File: src/rtl/game_ctrl_pkg.sv
// Shared constants for the game controller: FSM encoding and default widths.
package game_ctrl_pkg;

    localparam logic [1:0] ST_IDLE  = 2'b00;
    localparam logic [1:0] ST_PLAY  = 2'b01;
    localparam logic [1:0] ST_DYING = 2'b10;
    localparam logic [1:0] ST_OVER  = 2'b11;

    localparam int SCORE_W_DEF = 10;

    typedef enum logic [1:0] {
        S_IDLE  = ST_IDLE,
        S_PLAY  = ST_PLAY,
        S_DYING = ST_DYING,
        S_OVER  = ST_OVER
    } state_e;

endpackage

File: src/rtl/game_ctrl_death_timer.sv
// Counts frame ticks while not cleared; done fires on the tick that reaches limit.
module death_timer #(
    parameter int W = 6
) (
    input  logic         clk_i,
    input  logic         rst_i,
    input  logic         clear_i,
    input  logic         tick_i,
    input  logic [W-1:0] limit_i,
    output logic         done_o
);

    logic [W-1:0] cnt_q;
    logic [W-1:0] cnt_d;
    logic [W:0]   nxt;

    always_comb begin
        nxt    = {1'b0, cnt_q} + (W+1)'(1);
        done_o = tick_i && !clear_i && (nxt >= {1'b0, limit_i});
        cnt_d  = cnt_q;
        if (clear_i)
            cnt_d = '0;
        else if (tick_i && !done_o)
            cnt_d = nxt[W-1:0];
    end

    always_ff @(posedge clk_i or posedge rst_i) begin
        if (rst_i)
            cnt_q <= '0;
        else
            cnt_q <= cnt_d;
    end

endmodule

File: src/rtl/game_ctrl.sv
// Game flow controller: start/play/dying/over sequencing, scoring and high score.
module game_ctrl
    import game_ctrl_pkg::*;
#(
    parameter int V_TOT        = 525,
    parameter int GROUND_POS   = 435,
    parameter int SKY_POS      = 0,
    parameter int B_WIDTH      = 16,
    parameter int DEATH_FRAMES = 60,
    parameter int SCORE_W      = SCORE_W_DEF
) (
    input  logic                     iClk,
    input  logic                     iRst,
    input  logic                     iBtnStart,
    input  logic                     iFrameTick,
    input  logic [$clog2(V_TOT)-1:0] iBirdPos,
    input  logic                     iPipeHit,
    input  logic                     iPipePassed,
    output logic                     oBirdMove,
    output logic                     oBirdDead,
    output logic                     oPipeMove,
    output logic                     oRstGame,
    output logic [SCORE_W-1:0]       oScore,
    output logic [SCORE_W-1:0]       oHiScore,
    output logic [1:0]               oState
);

    localparam int PW = $clog2(V_TOT);
    localparam int TW = $clog2(DEATH_FRAMES + 1);

    state_e             state_q;
    logic               btn_q;
    logic               rst_game_q;
    logic               move_q;
    logic               dead_q;
    logic [SCORE_W-1:0] score_q;
    logic [SCORE_W-1:0] hi_q;

    logic        start;
    logic [PW:0] bottom;
    logic        collide;
    logic        tmr_done;

    assign start = iBtnStart && !btn_q;

    // Extra bit keeps the bird's bottom edge from wrapping near V_TOT
    assign bottom  = {1'b0, iBirdPos} + (PW+1)'(B_WIDTH);
    assign collide = iPipeHit
                  || (iBirdPos <= PW'(SKY_POS))
                  || (bottom >= (PW+1)'(GROUND_POS));

    death_timer #(
        .W (TW)
    ) u_death_timer (
        .clk_i   (iClk),
        .rst_i   (iRst),
        .clear_i (state_q != S_DYING),
        .tick_i  (iFrameTick),
        .limit_i (TW'(DEATH_FRAMES)),
        .done_o  (tmr_done)
    );

    always_ff @(posedge iClk or posedge iRst) begin
        if (iRst) begin
            state_q    <= S_IDLE;
            btn_q      <= 1'b0;
            rst_game_q <= 1'b0;
            move_q     <= 1'b0;
            dead_q     <= 1'b0;
            score_q    <= '0;
            hi_q       <= '0;
        end else begin
            btn_q      <= iBtnStart;
            rst_game_q <= 1'b0;
            unique case (state_q)
                S_IDLE: begin
                    if (start) begin
                        rst_game_q <= 1'b1;
                        score_q    <= '0;
                        move_q     <= 1'b1;
                        state_q    <= S_PLAY;
                    end
                end
                S_PLAY: begin
                    if (collide) begin
                        state_q <= S_DYING;
                        move_q  <= 1'b0;
                        dead_q  <= 1'b1;
                        if (score_q > hi_q)
                            hi_q <= score_q;
                    end else if (iPipePassed && (score_q != '1)) begin
                        score_q <= score_q + SCORE_W'(1);
                    end
                end
                S_DYING: begin
                    if (tmr_done)
                        state_q <= S_OVER;
                end
                S_OVER: begin
                    if (start) begin
                        rst_game_q <= 1'b1;
                        dead_q     <= 1'b0;
                        state_q    <= S_IDLE;
                    end
                end
            endcase
        end
    end

    assign oState    = state_q;
    assign oRstGame  = rst_game_q;
    assign oBirdMove = move_q;
    assign oPipeMove = move_q;
    assign oBirdDead = dead_q;
    assign oScore    = score_q;
    assign oHiScore  = hi_q;

endmodule

File: config.mk
export PLATFORM = sky130hd
export DESIGN_NAME = game_ctrl
export DESIGN_NICKNAME = d
export VERILOG_FILES = /design/src/rtl/game_ctrl_pkg.sv /design/src/rtl/game_ctrl_death_timer.sv /design/src/rtl/game_ctrl.sv
export SDC_FILE = /design/constraint.sdc
export NUM_CORES = 1
export LEC_CHECK = 0
export BUFFER_PORTS_ARGS = -buffer_cell sky130_fd_sc_hd__buf_4
export CORE_MARGIN = 2
export CORE_UTILIZATION = 35
export CTS_BUF_LIST = sky130_fd_sc_hd__clkbuf_8
export CTS_CLUSTER_SIZE = 30
export DETAILED_ROUTE_END_ITERATION = 16
export GPL_TIMING_DRIVEN = 0
export PLACE_DENSITY = 0.54
export SETUP_SLACK_MARGIN = 0.05
export SLEW_MARGIN = 25
export SYNTH_ARGS = -nofsm -noshare
export SYNTH_HDL_FRONTEND = slang
export SYNTH_HIERARCHICAL = 1
export SYNTH_SLANG_ARGS = --single-unit
File: constraint.sdc
create_clock -name iClk -period 3.5 [get_ports iClk]
set_input_delay 0.875 -clock iClk [delete_from_list [all_inputs] [get_ports iClk]]
set_output_delay 0.875 -clock iClk [all_outputs]
set_load 0.02 [all_outputs]
==> run metrics, run 1 <==
fin cells=399; Post-synth ARST share=100%; filler instances=686; Final setup viols=0; cell taking the most area after synthesis=dfrtp_1; Via Count=2013; LEAKAGE=1.53 nW; Worst Tran Pin Value=0.684 ns; FF-to-FF path depth=11; wire per inst=13.1 um; most common cell after layout, fill and taps aside=buf_4; gr usage total=14.4%; CP top delay family=compound AO/OA/AOI/OAI gates; die footprint=7650 um2; CORE AREA=6760 um2; Final Cell Area=2950 um2; Yosys cell types=55; crit path buf inv count=2; Slew HR=54.4%; clk_lat worst skew=0.28 ns; H-tree depth=2; pwr/cell area=738 nW/um2; startpoint class of the critical path=input pin; diode count=0; post-DP HPWL=3980 um; initial antenna violation count=0; Clock Path Buffers=2; RSZ-0062 raised after global routing=false; Layout area overhead=21.0%; setup_tns=0 ns; Seq/Total Area, Yosys=32.8%; crit-path cells=buf_4 -> inv_1 -> ha_1 -> or3b_1 -> a22oi_1 -> o221a_2 -> o21ai_2 -> a311oi_4 -> mux2_2; DR pass1 iterations=4; outcome=finished, final reports clean; crit path DAT=3.23 ns; Syn Area/Cell=9.17 um2; Clock transition at path regs=0.07 ns; fin. max-slew vios=0; CP Capture Type=flip-flop; cts repair resizes=0; I/O pin count=42; FF-to-FF Start=u_death_timer/cnt_q[0]; CTS tree=done; clock skew=0.00742 ns; worst reg2reg endpoint=oState[1]; first-pass GRT wire length=8760 um; EDFF count, synth=0; Worst EP required=3.67 ns; starting density of the core=36.1%; Tcrit/Tclk final=87.4%; CTS Buf Count=5; Crit path largest cell delay=0.65 ns; First DRT Iteration DRCs=88; grt peak-use layer=met1; peak supply drop=0.000338 V; r2r setup slk=0.79 ns; cell count after synthesis=266; M1 GR Usage=21.4%; critical path capture point=oHiScore[3]; share of cells above drive strength 1=21.3%; critical setup path kind=input pin to flip-flop; gr ovfl total=0; CP Max Fanout=10; top_reg_cell synth=dfrtp_1; # port buffers=41; Period minus WS final=3.06 ns; met2 GRT Util=21.1%; row cnt=30; routed wire length=5230 um; total power=2.18 mW; Root Driver=clkbuf_8; share of the synthesized area in the top cell type=32.8%; die height=87.5 um; most frequent cells in the layout=42 x buf_4, 33 x inv_1, 32 x dfrtp_1, 26 x ha_1, 23 x nand2_1; post-CTS setup buffer count=0; Ys Warns=6; dpl cells=391; ANT nets after route=0; CP max stage cell=a311oi_4; largest net degree at the start of global routing=27; MaxCap Viol Count=0; Mapped Area=2440 um2; Worst Setup SP=iBirdPos[4]; Hold WC Path Type=input pin to async pin; vias in the first global route=1807; main area contributors after synthesis=dfrtp_1 33%, ha_1 13%, inv_1 4.9%; met3 usage=2.75%; drc violations=0; dpl cell area=2860 um2; Final Hold Vio Count=0; # hold bufs at CTS=0; register area=801 um2; total clock sinks=32; vias per cell=5.05; routability congestion estimate=0.750; worst hold margin=0.519 ns; Seq cells post-synth=32; Max Fclk=327 MHz; nets=360; CP Depth=9; multi-input logic area=1500 um2; Die Width=87.5 um
-- synthesized netlist by cell type, drive strengths merged, types with 2 or more instances --
| cell type | instances |
|---|---|
| nand2 | 23 |
| nand3b | 5 |
| o211ai | 2 |
| a22o | 3 |
| mux2 | 15 |
| and4 | 2 |
| nor2b | 10 |
| a41oi | 4 |
| xor2 | 4 |
| nand4 | 3 |
| dfrtp | 32 |
| mux2i | 3 |
| nand2b | 5 |
| nor2 | 15 |
| a221oi | 3 |
| a21o | 4 |
| xnor2 | 2 |
| a211oi | 6 |
| nor3 | 3 |
| clkbuf | 7 |
| ha | 26 |
| and3 | 8 |
| buf | 2 |
| conb | 2 |
| nand3 | 6 |
| nor3b | 2 |
| o21ai | 8 |
| inv | 32 |
| a221o | 2 |
| or2 | 2 |
| a21oi | 9 |
-- stage by stage --
step	util, %	worst slack [ns]
2_1_floorplan	-	0.605
3_3_place_gp	42.4	0.127
3_5_place_dp	42.4	0.111
4_1_cts	43.7	0.412
5_1_grt	43.7	0.288
6_report	43.7	0.441
-- report_power, final --
part           internal (mW)  total [mW]  switching [mW]
Combinational          0.562        1.25           0.690
Sequential             0.491       0.633           0.142
Clock                  0.155       0.293           0.138
Total                   1.21        2.18           0.970
-- layout make-up --
type                       count  area share [%]
tap                           80            3.39
timing repair buffer          41            10.4
clock inverter                 2           0.254
multi-input combinational    197            50.7
clock buffer                   6            2.80
sequential                    32            27.1
buffer                         9            1.27
inverter                      32            4.07
-- cell families (layout without fill, tap and decap cells) --
group,after synthesis,in the layout,share of synthesized area (%)
and+or+nand+nor,90,90,20.3
AOI/OAI and AO/OA,51,51,16.4
buffers and inverters,41,90,6.47
DFF,32,32,32.8
adders and majority gates,26,26,13.3
muxes,18,18,8.16
xor gates and xnor gates,6,6,2.15
other,2,6,0.308
-- layer usage --
metal  wire length [um]  share of wire (%)
met4                 65                1.2
met5                  0                  0
met2               2300                 44
met1               2680                 51
met3                181                3.5
-- worst min-delay path by stage --
stage	from	to	depth (start not counted)
after floorplan	u_death_timer/cnt_q[1]	u_death_timer/cnt_q[1]	2
after global placement	oHiScore[3]	oHiScore[3]	1
after detailed placement	oBirdDead	oBirdDead	1
after CTS	iRst	u_death_timer/cnt_q[0]	2
after global routing	iRst	u_death_timer/cnt_q[0]	2
final	iRst	u_death_timer/cnt_q[0]	2
-- registers in the layout (all words and copies together) (netlist names) --
name / count
oBirdDead: 1
oBirdMove: 1
oState: 2
u_death_timer/cnt_q: 6
btn_q: 1
oHiScore: 10
oRstGame: 1
oScore: 10
(Power assumes the default switching activity.)
==> inputs of run 2 (changes only) <==
--- a/config.mk
+++ b/config.mk
@@ -6,13 +6,12 @@
 export NUM_CORES = 1
 export LEC_CHECK = 0
 export BUFFER_PORTS_ARGS = -buffer_cell sky130_fd_sc_hd__buf_4
-export CORE_MARGIN = 2
 export CORE_UTILIZATION = 35
 export CTS_BUF_LIST = sky130_fd_sc_hd__clkbuf_8
 export CTS_CLUSTER_SIZE = 30
 export DETAILED_ROUTE_END_ITERATION = 16
 export GPL_TIMING_DRIVEN = 0
-export PLACE_DENSITY = 0.54
+export PLACE_DENSITY = 0.58
 export SETUP_SLACK_MARGIN = 0.05
 export SLEW_MARGIN = 25
 export SYNTH_ARGS = -nofsm -noshare
==> constraint.sdc (replaced) <==
create_clock -name iClk -period 2.9 [get_ports iClk]
set_input_delay 0.725 -clock iClk [delete_from_list [all_inputs] [get_ports iClk]]
set_output_delay 0.725 -clock iClk [all_outputs]
set_load 0.02 [all_outputs]
==> run 2 against run 1 <==
Compared with the run above: the run now ends with design-rule violations left; sequential share of layout area is 0.30 points lower; first-iteration DRC count is 6.8% higher; routed wire length is 2.2% higher; cell area is 1.1% higher; count of clock-buffer cells in the layout stayed put; critical endpoint unchanged; highest routed layer unchanged.
==> run metrics, run 2 (synthesis results as in run 1) <==
outcome=complete, but fails checks; failing checks=design-rule violations; pwr/cell area=896 nW/um2 (+21%); LEAKAGE=1.55 nW (+1.5%); Clock Path Buffers=2 (unchanged); Period minus WS final=2.67 ns; diode count=0 (unchanged); post-layout util=44.2% (+0.48 points); vias in the first global route=1959 (+8.4%); most common cell after layout, fill and taps aside=buf_4; clk_lat worst skew=0.28 ns (about the same); internal power=1.49 mW (+23%); CP Capture Type=flip-flop; register area=801 um2 (unchanged); Tcrit/Tclk final=91.9%; drc violations=1 (+1); final worst setup slack=0.234 ns (-0.207 ns); die height=85.5 um (-2.3%); Comb power frac=58.1% (+0.6 points); startpoint class of the critical path=input pin; Layout area overhead=22.4%; most frequent cells in the layout=46 x buf_4, 33 x inv_1, 32 x dfrtp_1, 26 x ha_1, 23 x nand2_1; Worst path most repeated cell=buf_4; post-DP HPWL=4070 um (+2.3%); vias per cell=5.04 (-0.15%); power share of the clock group=13.2% (-0.2 points); FF-to-FF Start=u_death_timer/cnt_q[0]; routed wire length=5350 um (+2.2%); CP max stage cell=or3b_1; Final setup viols=0 (unchanged); Crit path largest cell delay=0.35 ns (-0.30 ns); Slew HR=61.5% (+7.1 points); gr usage total=15.7% (+1.3 points); # port buffers=41 (unchanged); crit-path cells=buf_4 -> inv_1 -> ha_1 -> or3b_1 -> a22oi_1 -> o221a_2 -> o21ai_2 -> a311oi_4 -> buf_4 -> mux2_2; row cnt=30 (unchanged); Clock transition at path regs=0.07 ns (about the same); power share of the sequential group=28.7% (-0.4 points); Final Hold Vio Count=0 (unchanged); routability congestion estimate=0.759 (+1.2%); fin cells=402 (+0.75%); wire per inst=13.3 um (+1.5%); dpl cell area=2860 um2 (unchanged); dpl cells=391 (unchanged); clock skew=0.00509 ns (-0.00233 ns); Worst Setup SP=iBirdPos[4]; CP Max Fanout=6 (-4); Hold WC Path Type=input pin to async pin; Die Width=85.5 um (-2.3%); fin. max-slew vios=0 (unchanged); filler instances=682 (-0.58%); multi-input logic area=1500 um2 (+0.42%); Worst EP required=3.07 ns (-0.60 ns); largest net degree at the start of global routing=27 (unchanged); initial antenna violation count=0 (unchanged); nets=363 (+0.83%); total power=2.67 mW (+23%); H-tree depth=2 (unchanged); DP Worst Slack=-0.347 ns (-0.458 ns); first-pass GRT wire length=9130 um (+4.2%); critical setup path kind=input pin to flip-flop; I/O pin count=42 (unchanged); total clock sinks=32 (unchanged); Final Cell Area=2980 um2 (+1.1%); DR pass1 iterations=11 (+7); ANT nets after route=0 (unchanged); crit path DAT=2.83 ns (-0.40 ns); CORE AREA=6760 um2 (unchanged); Via Count=2025 (+0.60%); Max Fclk=375 MHz; CTS Buf Count=5 (unchanged); peak supply drop=0.000319 V (-5.6%); die footprint=7310 um2 (-4.5%); Sw Share=44.3% (-0.25 points); gr ovfl total=0 (unchanged); MaxCap Viol Count=0 (unchanged); Root Driver=clkbuf_8; FF-to-FF path depth=9 (-2); First DRT Iteration DRCs=94 (+6.8%); starting density of the core=36.1% (unchanged); CTS tree=done; Switching Power=1.18 mW (+22%); RSZ-0062 raised after global routing=false; # hold bufs at CTS=0 (unchanged); Worst Tran Pin Value=0.577 ns (-0.107 ns); share of cells above drive strength 1=22.4% (+1.0 points)
-- run 2: changes by cell type in the layout (fill, tap and decap cells not counted) --
cell / before / now
buf_4: 42 / 46
nor3_4: 0 / 1
nor3_2: 1 / 0
buf_1: 1 / 0
-- run 2: layout make-up --
type	count	area share [%]
plain buffers	8	1.13
clock buffers	6	2.77
clock inverters	2	0.252
inverters	32	4.03
multi-input cells	197	50.3
flip-flops and latches	32	26.8
well taps	80	3.35
repair buffers	45	11.3
-- run 2: final timing paths --
kind                                           to  slack (ns)
max in group asynchronous             oHiScore[8]        2.00
setup / recovery                      oHiScore[3]        0.23
setup reg to reg                        oState[1]        0.33
hold reg to reg                         oBirdDead        0.53
min in group iClk                       oBirdDead        0.53
hold / removal             u_death_timer/cnt_q[0]        0.38
-- run 2: worst max-delay path, delay by kind of cell --
family / cells / cell delay [ns]
AO/OA/AOI/OAI: 4 / 0.88
buffers and inverters: 3 / 0.40
AND/OR/NAND/NOR: 1 / 0.35
multiplexers: 1 / 0.33
adder cells (fa/ha/maj): 1 / 0.14
-- run 2: per-stage QoR --
step	hold WS (ns)	setup TNS (ns)
6_report	0.382	0
5_1_grt	0.390	0
4_1_cts	0.380	0
3_5_place_dp	0.523	-3.72
3_3_place_gp	0.521	-2.98
2_1_floorplan	0.516	0
-- run 2: per-layer routing --
layer	up-vias	global-route usage (%)	share of wire, %
met5	-	0	0
met4	0	6.52	1.6
met3	6	2.92	3.9
met2	42	24.7	46
met1	938	21.1	49
li1	1039	-	-
-- run 2: timing repair --
action | CTS | global route
resized for setup | 0 | 1
setup buffers | 4 | 0
endpoints found under the setup margin | 8 | 5
pin swaps | 1 | 0
-- run 2: power groups by stage --
stage	registers (mW)	logic, mW	clock network [mW]
6_report	0.767	1.55	0.353
5_1_grt	0.801	1.74	0.386
4_1_cts	0.769	1.57	0.369
3_5_place_dp	0.777	1.52	0
3_3_place_gp	0.773	1.49	0
2_1_floorplan	0.895	0.916	0
==> inputs of run 3 (changes only) <==
--- a/config.mk
+++ b/config.mk
@@ -12,6 +12,7 @@
 export DETAILED_ROUTE_END_ITERATION = 16
 export GPL_TIMING_DRIVEN = 0
 export PLACE_DENSITY = 0.58
+export RECOVER_POWER = 25
 export SETUP_SLACK_MARGIN = 0.05
 export SLEW_MARGIN = 25
 export SYNTH_ARGS = -nofsm -noshare
==> run 3 against run 2 <==
Compared with the run above: the flow still finishes with violations (design-rule violations); sequential power about the same; fmax about the same; final cell count unchanged; clock skew about the same; cell area down 0.25%; worst setup slack better by 0.00054 ns; routed wire length about the same; critical path depth unchanged; register-to-register slack about the same; largest cell class unchanged.
==> run metrics, run 3 (synthesis results as in run 1) <==
H-tree depth=2 (unchanged); outcome=complete, but fails checks; drc violations=1 (unchanged); Via Count=2022 (-0.15%); RSZ-0062 raised after global routing=false; DR pass1 iterations=12 (+1); first-pass GRT wire length=9130 um (unchanged); routed wire length=5340 um (about the same); Final setup viols=0 (unchanged); Worst Tran Pin Value=1.04 ns (+0.465 ns); CTS tree=done; share of cells above drive strength 1=21.4% (-0.93 points); Period minus WS final=2.67 ns (-0.000544 ns); row cnt=30 (unchanged); most frequent cells in the layout=44 x buf_4, 34 x inv_1, 32 x dfrtp_1, 26 x ha_1, 23 x nand2_1; wire per inst=13.3 um (about the same); Hold WC Path Type=input pin to async pin; critical path capture point=oHiScore[3]; LEAKAGE=1.54 nW (-0.40%); Die Width=85.5 um (unchanged); CTS Buf Count=5 (unchanged); Worst Setup SP=iBirdPos[4]; # port buffers=41 (unchanged); Root Driver=clkbuf_8; critical setup path kind=input pin to flip-flop; initial antenna violation count=0 (unchanged); most common cell after layout, fill and taps aside=buf_4; worst reg2reg endpoint=oState[1]; Tcrit/Tclk final=91.9% (about the same); largest net degree at the start of global routing=27 (unchanged); vias per cell=5.03 (-0.15%); crit path DAT=2.83 ns (about the same); final worst setup slack=0.234 ns (+0.000544 ns); dpl cell area=2860 um2 (unchanged); Worst EP required=3.07 ns (about the same); Clock Path Buffers=2 (unchanged); post-DP HPWL=4070 um (unchanged); diode count=0 (unchanged); DP Worst Slack=-0.347 ns (unchanged); fin. max-slew vios=0 (unchanged); Clock transition at path regs=0.07 ns (about the same); gr usage total=15.7% (unchanged); starting density of the core=36.1% (unchanged); Layout area overhead=22.1%; First DRT Iteration DRCs=94 (unchanged); CORE AREA=6760 um2 (unchanged); CP Max Fanout=6 (unchanged); pwr/cell area=898 nW/um2 (+0.23%); CP Capture Type=flip-flop; ANT nets after route=0 (unchanged); I/O pin count=42 (unchanged); vias in the first global route=1959 (unchanged); MaxCap Viol Count=0 (unchanged); clk_lat worst skew=0.28 ns (about the same); FF-to-FF Start=u_death_timer/cnt_q[0]; routability congestion estimate=0.759 (unchanged); failing checks=design-rule violations; die height=85.5 um (unchanged); Max Fclk=375 MHz (about the same); startpoint class of the critical path=input pin; gr ovfl total=0 (unchanged); Final Cell Area=2980 um2 (-0.25%); die footprint=7310 um2 (unchanged); FF-to-FF path depth=9 (unchanged); total clock sinks=32 (unchanged); Final Hold Vio Count=0 (unchanged); clock skew=0.00494 ns (-0.000148 ns); nets=363 (unchanged); peak supply drop=0.000319 V (about the same); r2r setup slk=0.33 ns (about the same); Slew HR=30.4% (-31 points)
[run 3: timing repair]
action / in CTS / in global routing
pin swaps: 1 / 0
gates resized for setup: 0 / 1
setup endpoints to repair: 8 / 5
setup buffers: 4 / 0
hold buffers: 0 / 0
[run 3: worst min-delay path by stage]
stage	endpoint	slack [ns]	cells after the start
final	u_death_timer/cnt_q[0]	0.36	2
after global routing	u_death_timer/cnt_q[0]	0.37	2
after CTS	u_death_timer/cnt_q[0]	0.38	2
after detailed placement	oBirdDead	0.52	1
after global placement	oHiScore[2]	0.52	1
after floorplan	u_death_timer/cnt_q[0]	0.52	1
[run 3: worst max-delay path, stage by stage]
cell and delay [ns]:
buf_4 0.13, inv_1 0.07, ha_1 0.14, or3b_1 0.35
a22oi_1 0.22, o221a_2 0.29, o21ai_2 0.13, a311oi_4 0.24
buf_4 0.20, mux2_2 0.33
[run 3: final cells by class]
type | instances | area [um2]
Fill cell | 682 | 3780
Multi-Input combinational cell | 197 | 1500
Sequential cell | 32 | 801
Timing Repair Buffer | 45 | 330
Inverter | 32 | 120
Tap cell | 80 | 100
Clock buffer | 6 | 82.6
Buffer | 8 | 33.8
Clock inverter | 2 | 7.51
[run 3: metrics by stage]
step / cells / power (mW) / setup TNS (ns) / utilization (%) / hold slack [ns]
after floorplan: 270 / 1.81 / 0 / - / 0.516
after global placement: 391 / 2.27 / -2.98 / 42.4 / 0.521
after detailed placement: 391 / 2.30 / -3.72 / 42.4 / 0.523
after CTS: 403 / 2.71 / 0 / 44.1 / 0.380
after global routing: 402 / 2.93 / 0 / 44.1 / 0.369
final: 402 / 2.67 / 0 / 44.1 / 0.356
[run 3: per-layer routing]
metal / vias up / share of wire (%) / track usage, %
met4: 0 / 1.6 / 6.52
li1: 1038 / - / -
met1: 943 / 49 / 21.1
met5: - / 0 / 0
met3: 6 / 3.2 / 2.92
met2: 35 / 46 / 24.7
[run 3: power by group]
group | switching (mW) | leakage (nW) | total, mW | internal, mW
Clock | 0.168 | 0.0538 | 0.354 | 0.187
Combinational | 0.843 | 1.11 | 1.55 | 0.708
Sequential | 0.174 | 0.383 | 0.767 | 0.593
Total | 1.18 | 1.54 | 2.67 | 1.49
